### src/rtl/ctrl_pkg.sv
// Shared definitions for the five-phase control sequencer: state encoding,
// instruction-class constants and small opcode-classification helpers.
package ctrl_pkg;

    localparam int CTRL_PC_W = 16;

    // State index doubles as the debug phase value (IDLE=0, P1..P5=1..5, HALT=6)
    typedef enum logic [2:0] {
        ST_IDLE = 3'd0,
        ST_P1   = 3'd1,
        ST_P2   = 3'd2,
        ST_P3   = 3'd3,
        ST_P4   = 3'd4,
        ST_P5   = 3'd5,
        ST_HALT = 3'd6
    } ctrl_state_e;

    // op1 instruction classes
    localparam logic [1:0] OP1_LD  = 2'b00;
    localparam logic [1:0] OP1_ST  = 2'b01;
    localparam logic [1:0] OP1_BR  = 2'b10;
    localparam logic [1:0] OP1_ALU = 2'b11;

    // op2 sub-classes of the BR group
    localparam logic [2:0] OP2_LI   = 3'b000;
    localparam logic [2:0] OP2_ADDI = 3'b001;
    localparam logic [2:0] OP2_CMPI = 3'b010;
    localparam logic [2:0] OP2_B    = 3'b100;
    localparam logic [2:0] OP2_BC   = 3'b111;

    // ALU opcodes the sequencer cares about by name
    localparam logic [3:0] ALU_ADD = 4'd0;
    localparam logic [3:0] ALU_CMP = 4'd5;
    localparam logic [3:0] ALU_HLT = 4'd15;

    // ALU opcodes whose flag results become architectural
    function automatic logic aluSetsFlags(input logic [3:0] opc);
        return (opc <= 4'd6) || ((opc >= 4'd8) && (opc <= 4'd11));
    endfunction

    // ALU opcodes that write a result back (CMP only sets flags)
    function automatic logic aluWritesReg(input logic [3:0] opc);
        return (opc <= 4'd4) || (opc == 4'd6) || ((opc >= 4'd8) && (opc <= 4'd11));
    endfunction

endpackage

### src/rtl/ctrl_decode.sv
// Combinational instruction decoder: splits IR into ALU control fields,
// register addresses and the class bits the sequencer needs.
module ctrl_decode
    import ctrl_pkg::*;
(
    input  logic [15:0] i_ir,
    output logic [1:0]  o_op1,
    output logic [2:0]  o_op2,
    output logic [2:0]  o_cond,
    output logic [3:0]  o_opcode,
    output logic [3:0]  o_d,
    output logic [2:0]  o_raAddr,
    output logic [2:0]  o_rbAddr,
    output logic [2:0]  o_wbAddr,
    output logic        o_isLd,
    output logic        o_isSt,
    output logic        o_isBr,
    output logic        o_wrEn,
    output logic        o_flagEn
);

    // Field split and classification; unused fields of a class stay zero
    always_comb begin
        o_op1    = i_ir[15:14];
        o_op2    = 3'd0;
        o_cond   = 3'd0;
        o_opcode = 4'd0;
        o_d      = 4'd0;
        o_raAddr = i_ir[13:11];
        o_rbAddr = i_ir[10:8];
        o_wbAddr = i_ir[13:11];
        o_isLd   = 1'b0;
        o_isSt   = 1'b0;
        o_isBr   = 1'b0;
        o_wrEn   = 1'b0;
        o_flagEn = 1'b0;
        case (i_ir[15:14])
            OP1_LD: begin
                o_isLd = 1'b1;
                o_wrEn = 1'b1;
            end
            OP1_ST: begin
                o_isSt = 1'b1;
            end
            OP1_BR: begin
                o_op2    = i_ir[13:11];
                o_cond   = i_ir[10:8];
                o_isBr   = (i_ir[13:11] == OP2_B) || (i_ir[13:11] == OP2_BC);
                o_wrEn   = (i_ir[13:11] == OP2_LI);
                o_flagEn = (i_ir[13:11] == OP2_ADDI) || (i_ir[13:11] == OP2_CMPI);
            end
            default: begin
                o_opcode = i_ir[7:4];
                o_d      = i_ir[3:0];
                o_wrEn   = aluWritesReg(i_ir[7:4]);
                o_flagEn = aluSetsFlags(i_ir[7:4]);
            end
        endcase
    end

endmodule

### src/rtl/ctrl_sequencer.sv
// Five-phase multi-cycle control sequencer for the 16-bit core.
// Owns PC, IR, DR, MDR and the S/Z/C/V flags; generates register-file and
// data-memory strobes and the ALU control fields.
// Optional build macro CTRL_SKIP_P4_EN: non-memory instructions bypass P4.
// ra_rdata carries the register-file Ra read port value, forwarded as store data.
// PC_W must not exceed 16 (branch targets come from the 16-bit DR).
module ctrl_sequencer
    import ctrl_pkg::*;
#(
    parameter int              PC_W   = CTRL_PC_W,
    parameter logic [PC_W-1:0] RST_PC = '0
) (
    input  logic            clk,
    input  logic            rst,
    input  logic            run,
    output logic [PC_W-1:0] imem_addr,
    input  logic [15:0]     imem_rdata,
    output logic [2:0]      ra_addr,
    output logic [2:0]      rb_addr,
    output logic [2:0]      wb_addr,
    output logic [15:0]     wb_data,
    output logic            reg_we,
    input  logic [15:0]     ra_rdata,
    output logic [1:0]      alu_op1,
    output logic [2:0]      alu_op2,
    output logic [3:0]      alu_opcode,
    output logic [2:0]      alu_cond,
    output logic [3:0]      alu_d,
    input  logic [15:0]     alu_out,
    input  logic            alu_s,
    input  logic            alu_z,
    input  logic            alu_c,
    input  logic            alu_v,
    input  logic            alu_hlt,
    output logic            flag_s,
    output logic            flag_z,
    output logic            flag_c,
    output logic            flag_v,
    output logic [15:0]     dmem_addr,
    output logic [15:0]     dmem_wdata,
    output logic            dmem_we,
    input  logic [15:0]     dmem_rdata,
    output logic [2:0]      phase,
    output logic            halted
);

    ctrl_state_e     r_state;
    ctrl_state_e     w_stateNext;
    logic [PC_W-1:0] r_pc;
    logic [15:0]     r_ir;
    logic [15:0]     r_dr;
    logic [15:0]     r_mdr;
    logic [3:0]      r_flags;

    logic [1:0] w_op1;
    logic [2:0] w_op2;
    logic [2:0] w_cond;
    logic [3:0] w_opcode;
    logic [3:0] w_d;
    logic       w_isLd;
    logic       w_isSt;
    logic       w_isBr;
    logic       w_wrEn;
    logic       w_flagEn;

    ctrl_decode u_decode (
        .i_ir     (r_ir),
        .o_op1    (w_op1),
        .o_op2    (w_op2),
        .o_cond   (w_cond),
        .o_opcode (w_opcode),
        .o_d      (w_d),
        .o_raAddr (ra_addr),
        .o_rbAddr (rb_addr),
        .o_wbAddr (wb_addr),
        .o_isLd   (w_isLd),
        .o_isSt   (w_isSt),
        .o_isBr   (w_isBr),
        .o_wrEn   (w_wrEn),
        .o_flagEn (w_flagEn)
    );

    // State register; reset abandons any instruction in flight
    always_ff @(posedge clk) begin
        if (rst) r_state <= ST_IDLE;
        else     r_state <= w_stateNext;
    end

    // Next-state logic plus state-decoded strobes and ALU field gating
    always_comb begin
        w_stateNext = r_state;
        reg_we      = 1'b0;
        dmem_we     = 1'b0;
        halted      = 1'b0;
        alu_op1     = 2'd0;
        alu_op2     = 3'd0;
        alu_opcode  = 4'd0;
        alu_cond    = 3'd0;
        alu_d       = 4'd0;
        case (r_state)
            ST_IDLE: if (run) w_stateNext = ST_P1;
            ST_P1:   w_stateNext = ST_P2;
            ST_P2:   w_stateNext = ST_P3;
            ST_P3: begin
                if (alu_hlt)
                    w_stateNext = ST_HALT;
`ifdef CTRL_SKIP_P4_EN
                else if (!(w_isLd || w_isSt))
                    w_stateNext = ST_P5;
`endif
                else
                    w_stateNext = ST_P4;
            end
            ST_P4: begin
                dmem_we     = w_isSt;
                w_stateNext = ST_P5;
            end
            ST_P5: begin
                reg_we      = w_wrEn;
                w_stateNext = ST_P1;
            end
            ST_HALT: halted = 1'b1;
            default: w_stateNext = ST_IDLE;
        endcase
        if (r_state inside {ST_P2, ST_P3, ST_P4, ST_P5}) begin
            alu_op1    = w_op1;
            alu_op2    = w_op2;
            alu_opcode = w_opcode;
            alu_cond   = w_cond;
            alu_d      = w_d;
        end
    end

    // Datapath registers: IR in P1, DR/flags in P3 (unless halting), MDR in P4, PC in P5
    always_ff @(posedge clk) begin
        if (rst) begin
            r_pc    <= RST_PC;
            r_ir    <= 16'd0;
            r_dr    <= 16'd0;
            r_mdr   <= 16'd0;
            r_flags <= 4'd0;
        end else begin
            case (r_state)
                ST_P1: r_ir <= imem_rdata;
                ST_P3: begin
                    if (!alu_hlt) begin
                        r_dr <= alu_out;
                        if (w_flagEn) r_flags <= {alu_s, alu_z, alu_c, alu_v};
                    end
                end
                ST_P4: if (w_isLd) r_mdr <= dmem_rdata;
                ST_P5: r_pc <= w_isBr ? r_dr[PC_W-1:0] : r_pc + PC_W'(1);
                default: ;
            endcase
        end
    end

    assign imem_addr  = r_pc;
    assign dmem_addr  = r_dr;
    assign dmem_wdata = ra_rdata;
    assign wb_data    = w_isLd ? r_mdr : r_dr;
    assign flag_s     = r_flags[3];
    assign flag_z     = r_flags[2];
    assign flag_c     = r_flags[1];
    assign flag_v     = r_flags[0];
    assign phase      = r_state;

endmodule
### config.mk
export PLATFORM = sky130hd
export DESIGN_NAME = ctrl_sequencer
export DESIGN_NICKNAME = d
export VERILOG_FILES = /design/src/rtl/ctrl_pkg.sv /design/src/rtl/ctrl_decode.sv /design/src/rtl/ctrl_sequencer.sv
export SDC_FILE = /design/constraint.sdc
export NUM_CORES = 1
export LEC_CHECK = 0
export ABC_AREA = 1
export CORE_ASPECT_RATIO = 1.2
export CORE_UTILIZATION = 38
export DETAILED_ROUTE_END_ITERATION = 12
export HOLD_SLACK_MARGIN = 0.12
export PLACE_DENSITY = 0.78
export SYNTH_ARGS = -nofsm -noshare
export SYNTH_HDL_FRONTEND = slang
export SYNTH_HIERARCHICAL = 1
export SYNTH_SLANG_ARGS = --single-unit
### constraint.sdc
create_clock -name clk -period 1.5 [get_ports clk]
set_input_delay 0.225 -clock clk [delete_from_list [all_inputs] [get_ports clk]]
set_output_delay 0.225 -clock clk [all_outputs]
set_load 0.02 [all_outputs]
# After elaboration in Yosys (flattened, before gate mapping)
# Index checks and enable logic that the tools add are counted.
[word_totals] register_bits=71 input_bits=72 word_cells=65
[classes] add_sub_neg=1 n_lt_le_gt_ge=4 eq_ne=14 mux=22 n_bitwise=2 n_reduce_logical=16
[ops] operator="two-way mux 16 bit" count=2
[ops] operator="one-hot mux 3 bit (7 select lines)" count=1
[ops] operator="adder 16 x 1 -> 16 bit (second input constant)" count=1
[ops] operator="two-way mux 4 bit" count=4
[ops] operator="equality test 3 bit (second input constant)" count=5
[ops] operator="two-way mux 3 bit" count=5
[ops] operator="equality test 3 x 2 -> 1 bit (second input constant)" count=3
[ops] operator="<= comparator 4 x 3 -> 1 bit (second input constant)" count=2
[ops] operator="equality test 3 x 1 -> 1 bit (second input constant)" count=2
[ops] operator="logical NOT 3 bit" count=2
[ops] operator="two-way mux 1 bit" count=6
[ops] operator="AND reduction 2 bit" count=3
[ops] operator="logical OR 1 bit" count=5
[ops] operator="equality test 4 x 3 -> 1 bit (second input constant)" count=1
[ops] operator="greater-or-equal comparator 4 bit (second input constant)" count=1
[ops] operator="<= comparator 4 bit (second input constant)" count=1
[ops] operator="two-way mux 2 bit" count=2
[ops] operator="nonzero test 4 bit" count=1
[ops] operator="one-hot mux 1 bit (3 select lines)" count=1
[ops] operator="AND reduction 3 bit" count=1
[ops] operator="OR reduction 3 bit" count=1
[ops] operator="equality test 2 x 1 -> 1 bit (second input constant)" count=1
[ops] operator="equality test 2 bit (second input constant)" count=1
[ops] operator="logical NOT 2 bit" count=1
[ops] operator="other kinds (5)" count=6

# Logic depth before layout (Yosys ltp)
[logic_depth] depth_word=5 ltp_mapped=9 mapped_depth_nobuf=9

# Cells and area by module
# Netlist, hierarchy kept.
[by_module_without_submodules] mod="ctrl_sequencer" instances=1 cells_each=515 area_per_inst_um2=3465.8 seq_area_each_um2=1421.4
[by_module_without_submodules] mod="ctrl_decode" instances=1 cells_each=61 area_per_inst_um2=311.5 seq_area_each_um2=0.0

# Least setup slack after synthesis
# OpenSTA, ideal clock, no wires.
[synth_timing] kind="register to output" from="reg r_state[0], in the netlist phase[0]" to="out alu_cond[0]" arrival_time_ps=1431 t_required_ps=1275 setup_slack_ps=-156 path_stages_with_launch=8 n_path_buf=1 path_cell_list="dfxtp_1 > inv_2 > nor2_4 > nand2_2 > nand2_1 > buf_2 > nand2_1 > inv_1"
[synth_via] elab_chain_cells=3 elab_cells_between_ends=6 cone_classes="4 x eq/ne; 1 x mux; 1 x reduce/logical"
[synth_lines] element="from (decl)" line="ctrl_sequencer.sv:47" source="ctrl_state_e r_state;"
[synth_lines] element="from (signal assigned)" line="ctrl_sequencer.sv:86" source="else r_state <= w_stateNext;"
[synth_lines] element="equality test 3 x 2 -> 1 bit / equality test 3 bit (equally long branches)" line="ctrl_sequencer.sv:125" source="if (r_state inside {ST_P2, ST_P3, ST_P4, ST_P5}) begin"
[synth_lines] element="nonzero test 4 bit *" line="ctrl_sequencer.sv:125"
[synth_lines] element="two-way mux 3 bit *" line="ctrl_sequencer.sv:125"
[synth_lines] element="to (decl)" line="ctrl_sequencer.sv:27" source="output logic [2:0] alu_cond,"
# Every way passes the cells marked *; elsewhere a longest branch is shown, timed or not.

# Worst setup path in the final report
[layout_timing] from="reg r_ir[15]" to="out wb_data[6]"
[layout_via] elab_chain_cells=3
[layout_lines] element="from (decl)" line="ctrl_sequencer.sv:50" source="logic [15:0] r_ir;"
[layout_lines] element="from (signal assigned)" line="ctrl_sequencer.sv:144" source="ST_P1: r_ir <= imem_rdata;"
[layout_lines] element="logical NOT 2 bit" line="ctrl_decode.sv:37" source="case (i_ir[15:14])"
[layout_lines] element="two-way mux 1 bit" line="ctrl_decode.sv:37"
[layout_lines] element="via w_isLd" line="ctrl_sequencer.sv:60" source="logic w_isLd;"
[layout_lines] element="two-way mux 16 bit" line="ctrl_sequencer.sv:161" source="assign wb_data = w_isLd ? r_mdr : r_dr;"
[layout_lines] element="to (decl)" line="ctrl_sequencer.sv:21" source="output logic [15:0] wb_data,"
# The timed path passes the listed nets, and every way through them passes these cells.

==> run summary <==
The run finished, with violations left. The checks that failed: setup timing. The classification of the worst setup path is register to output pin.

At the end of routability-driven placement, the weighted congestion stood at 0.8746. The total number of clock tree sinks was 71. The net switching share of the total power is 0.2803. The fraction of layout instances using a drive strength above 1 was 0.3852. The clock passes through at most 2 buffers. In this design, the stage delay of the slowest critical-path cell is 0.35 ns.

The Yosys step of the flow raised 6 warnings. For the number of global-route vias before repair, the log shows 4,117. Detailed-route vias per instance: 5.343.

Static timing analysis puts the maximum clock frequency at 562.9 MHz. STA classifies the critical path endpoint as an output pin. The maximum number of pins on one net before global-route repair came out at 34. The slowest stage of the critical path belongs to the cell sky130_fd_sc_hd__dfxtp_2. The cell count after synthesis came out at 576. The number of setup violations in the final report came out at 89. Clock tree synthesis inserted a total of 9 buffers. The number of nets in the synthesized netlist was 649. The first routing iteration left 363 violations.

Post-synth design cell area: 3777 um^2. The ratio of final minimum period to clock period came out at 1.184. Slew of the pin with the lowest slew margin: 0.3931 ns. Subtracting the final worst setup slack from the clock period gives 1.776 ns. Area of the multi-input gates: 2313 um^2. The fraction of power consumed by sequential logic is 0.377, and the number of ports placed on the die boundary is 171. Traced cell by cell, the critical path runs through buf_4 -> inv_4 -> nand2_4 -> clkinv_8 -> clkbuf_16 -> a21oi_2 -> buf_4. Most common flop cell mapped by yosys: sky130_fd_sc_hd__dfxtp_1. For the worst-skew pair, the clock arrives at the later sink with an insertion delay of 0.34 ns.

The initial cell density of the core came out at 0.3929. During placement, the flow inserted port buffers numbering 138. The root buffer cell chosen for the clock tree is sky130_fd_sc_hd__clkbuf_16.

The sequential share of the synthesized area is 0.3763, and the post-synthesis register bit count is 71. Overall power consumption after layout is estimated at 0.005310 W. For this run, the detailed router's first-pass iteration total came to 5. The logs give 0 for the max-capacitance violation count and 0.217 for the combinational fraction of design power. The global routing usage summed across all routing layers is 0.2402, and the die span in x is 93.02 um. In this run the static leakage power is 3.044 nW. The number of slew-limit violations in the final report is 0, and the total cell area at the placement stage is 5405 um^2. From synthesis to final layout, the design area changed by 81.22%.

The floorplan step set the die height to 111.2 um. The floorplan step defined a die boundary enclosing 10,340 um^2. The initialized floorplan defines 39 standard-cell rows.

Summed over all nets, the half-perimeter wirelength after detailed placement is 8.309 mm. After the last flow step, the layout net total stands at 826. The final layout contains routed wiring with a total length of 15.65 mm. The worst setup slack after layout was -0.2764 ns; the mean post-synth cell area was 6.558 um^2. The clock network fraction of design power was 0.406.

The final worst clock skew came out at 0.005982 ns. The number of antenna repair diodes is 0. The clock input transition at the sequential cells of the worst setup and hold paths works out to 0.05 ns. Global routing finished with a remaining overflow of 0. TritonCTS built the clock tree. The tools report the area occupied by registers as 1436 um^2. The final core utilization is 0.7121. After detailed routing, the number of remaining DRC violations is 0. Total internal power: 0.003822 W. Number of hold violations in the final report: 0. The tools report the arrival time of the worst setup path as 1.55 ns. STA classifies the critical path startpoint as a register. After floorplanning, the core was sized to cover 9613 um^2.

The run gives 0.7379 as the relative slew slack. The initial antenna violation count came out at 0. The tools report the number of fillers in the final layout as 643.

The analysis attributes to net switching a power of 0.001489 W. The async set or reset register ratio after synthesis was 0. CTS built an H-tree with a depth of 3. Counting distinct cell types in the post-synthesis netlist gives 27. The first global-routing pass estimated 19.65 mm of wire. Of all nets on the critical path, the largest fanout is 8. Summing all non-filler instances in the final layout gives an area of 6845 um^2.

The vias after detailed routing is 4,707. The run gives 1.27 ns as the data required time at the worst endpoint. The setup TNS is -10.43 ns.

For this design the ratio of total power to cell area is 775.8 nW/um^2. The most repeated library cell on the critical path was sky130_fd_sc_hd__buf_4. The tools report the largest vdd supply drop as 0.0008486 V. Setup repair after global routing could not meet its margin everywhere. Path class of the lowest-slack min-delay path: input pin to output pin.

Yosys mapped a number of flops with a built-in enable equal to 0. After detailed routing, the average wire length per cell comes to 17.76 um. In this run the remaining antenna-violating nets after routing total 0.
[synthesized netlist by cell type, types with 4 or more instances]
master,n,share of area
sky130_fd_sc_hd__a21oi_1,74,0.098
sky130_fd_sc_hd__buf_2,7,0.0093
sky130_fd_sc_hd__buf_4,28,0.056
sky130_fd_sc_hd__clkbuf_1,16,0.016
sky130_fd_sc_hd__dfxtp_1,71,0.38
sky130_fd_sc_hd__inv_1,86,0.085
sky130_fd_sc_hd__inv_2,4,0.0040
sky130_fd_sc_hd__nand2_1,105,0.10
sky130_fd_sc_hd__nand3_1,33,0.044
sky130_fd_sc_hd__nand4_1,4,0.0066
sky130_fd_sc_hd__nor2_1,57,0.057
sky130_fd_sc_hd__o21ai_0,62,0.082
sky130_fd_sc_hd__o21ai_1,5,0.0066
[metrics by stage]
step                      setup WS (ns)  hold slack [ns]  std cells
after detailed placement        -0.3636           0.4357        832
after global routing            -0.3172           0.4500        881
final                           -0.2764           0.4500        881
after floorplan                 -0.1033           0.3599        576
after CTS                       -0.2314           0.4434        855
after global placement          -0.3094           0.4310        832
[cell usage in the layout (no fill, tap or decap), types with 25 or more instances in the layout]
cell type,synthesis,layout
sky130_fd_sc_hd__a21oi_1,74,46
sky130_fd_sc_hd__o21ai_2,0,25
sky130_fd_sc_hd__clkdlybuf4s50_1,0,55
sky130_fd_sc_hd__inv_1,86,65
sky130_fd_sc_hd__nor2_1,57,30
sky130_fd_sc_hd__nand3_1,33,29
sky130_fd_sc_hd__dfxtp_1,71,65
sky130_fd_sc_hd__buf_4,28,57
sky130_fd_sc_hd__a21oi_2,0,25
sky130_fd_sc_hd__dlygate4sd2_1,0,42
sky130_fd_sc_hd__buf_6,2,40
sky130_fd_sc_hd__nand2_1,105,82
[routing by layer]
metal / vias to the layer above / global-route usage / part of all wire
met1: 2202 / 0.2963 / 0.38
met4: 0 / 0.1528 / 0.053
met5: - / 0 / 0
li1: 2177 / - / -
met3: 73 / 0.04184 / 0.064
met2: 255 / 0.3819 / 0.51
[what timing repair did]
action / 4_1_cts / 5_1_grt
endpoints found under the hold margin: 0 / 0
gates cloned: 3 / 11
setup buffers: 4 / 16
pin swaps: 17 / 55
hold buffers: 0 / 0
setup endpoints to repair: 99 / 84
gates resized for setup: 304 / 207
[logic make-up (layout without fill, tap and decap cells)]
logic type	after synthesis	count (layout)	synth area share
buffers and inverters	144	325	0.1775
adder cells (fa/ha/maj)	1	1	0.003312
flip-flops	71	71	0.3763
AO/OA/AOI/OAI	149	149	0.2034
AND/OR/NAND/NOR	211	212	0.2395
[critical path: cells and delay by family, from the launching register on]
kind / cells / cell delay (ns)
and+or+nand+nor: 1 / 0.09
AOI/OAI and AO/OA: 1 / 0.17
DFF: 1 / 0.35
buffers and inverters: 5 / 0.59
[state kept, by name, indices dropped and copies added, names as in the netlist]
name       cells
r_flags        4
r_mdr         16
r_ir          16
phase          3
dmem_addr     16
imem_addr     16
[cell type report]
cell class	instances	share of cell area
well taps	123	0.02248
clock buffers	11	0.03546
repair buffers	218	0.3305
inverters	91	0.05538
flip-flops and latches	71	0.2098
clock inverters	5	0.008408
multi-input cells	362	0.3380
[worst paths after layout]
check / start / cells past startpoint / endpoint / slack, ns
setup / recovery: r_ir[15] / 7 / wb_data[6] / -0.28
hold / removal: ra_rdata[11] / 0 / dmem_wdata[11] / 0.45
setup reg to reg: r_ir[14] / 11 / imem_addr[8] / -0.23
hold reg to reg: r_ir[2] / 2 / r_ir[2] / 0.46
[power groups by stage]
| stage | Sequential [W] | Combinational (W) | Clock, W |
|---|---|---|---|
| 3_3_place_gp | 0.00203 | 0.000805 | 0 |
| 3_5_place_dp | 0.00203 | 0.000817 | 0 |
| 2_1_floorplan | 0.00205 | 0.000435 | 0 |
| 4_1_cts | 0.00200 | 0.000876 | 0.00216 |
| 6_report | 0.00200 | 0.00115 | 0.00216 |
| 5_1_grt | 0.00201 | 0.00121 | 0.00227 |
No activity file was read; power rests on OpenSTA's default activity.
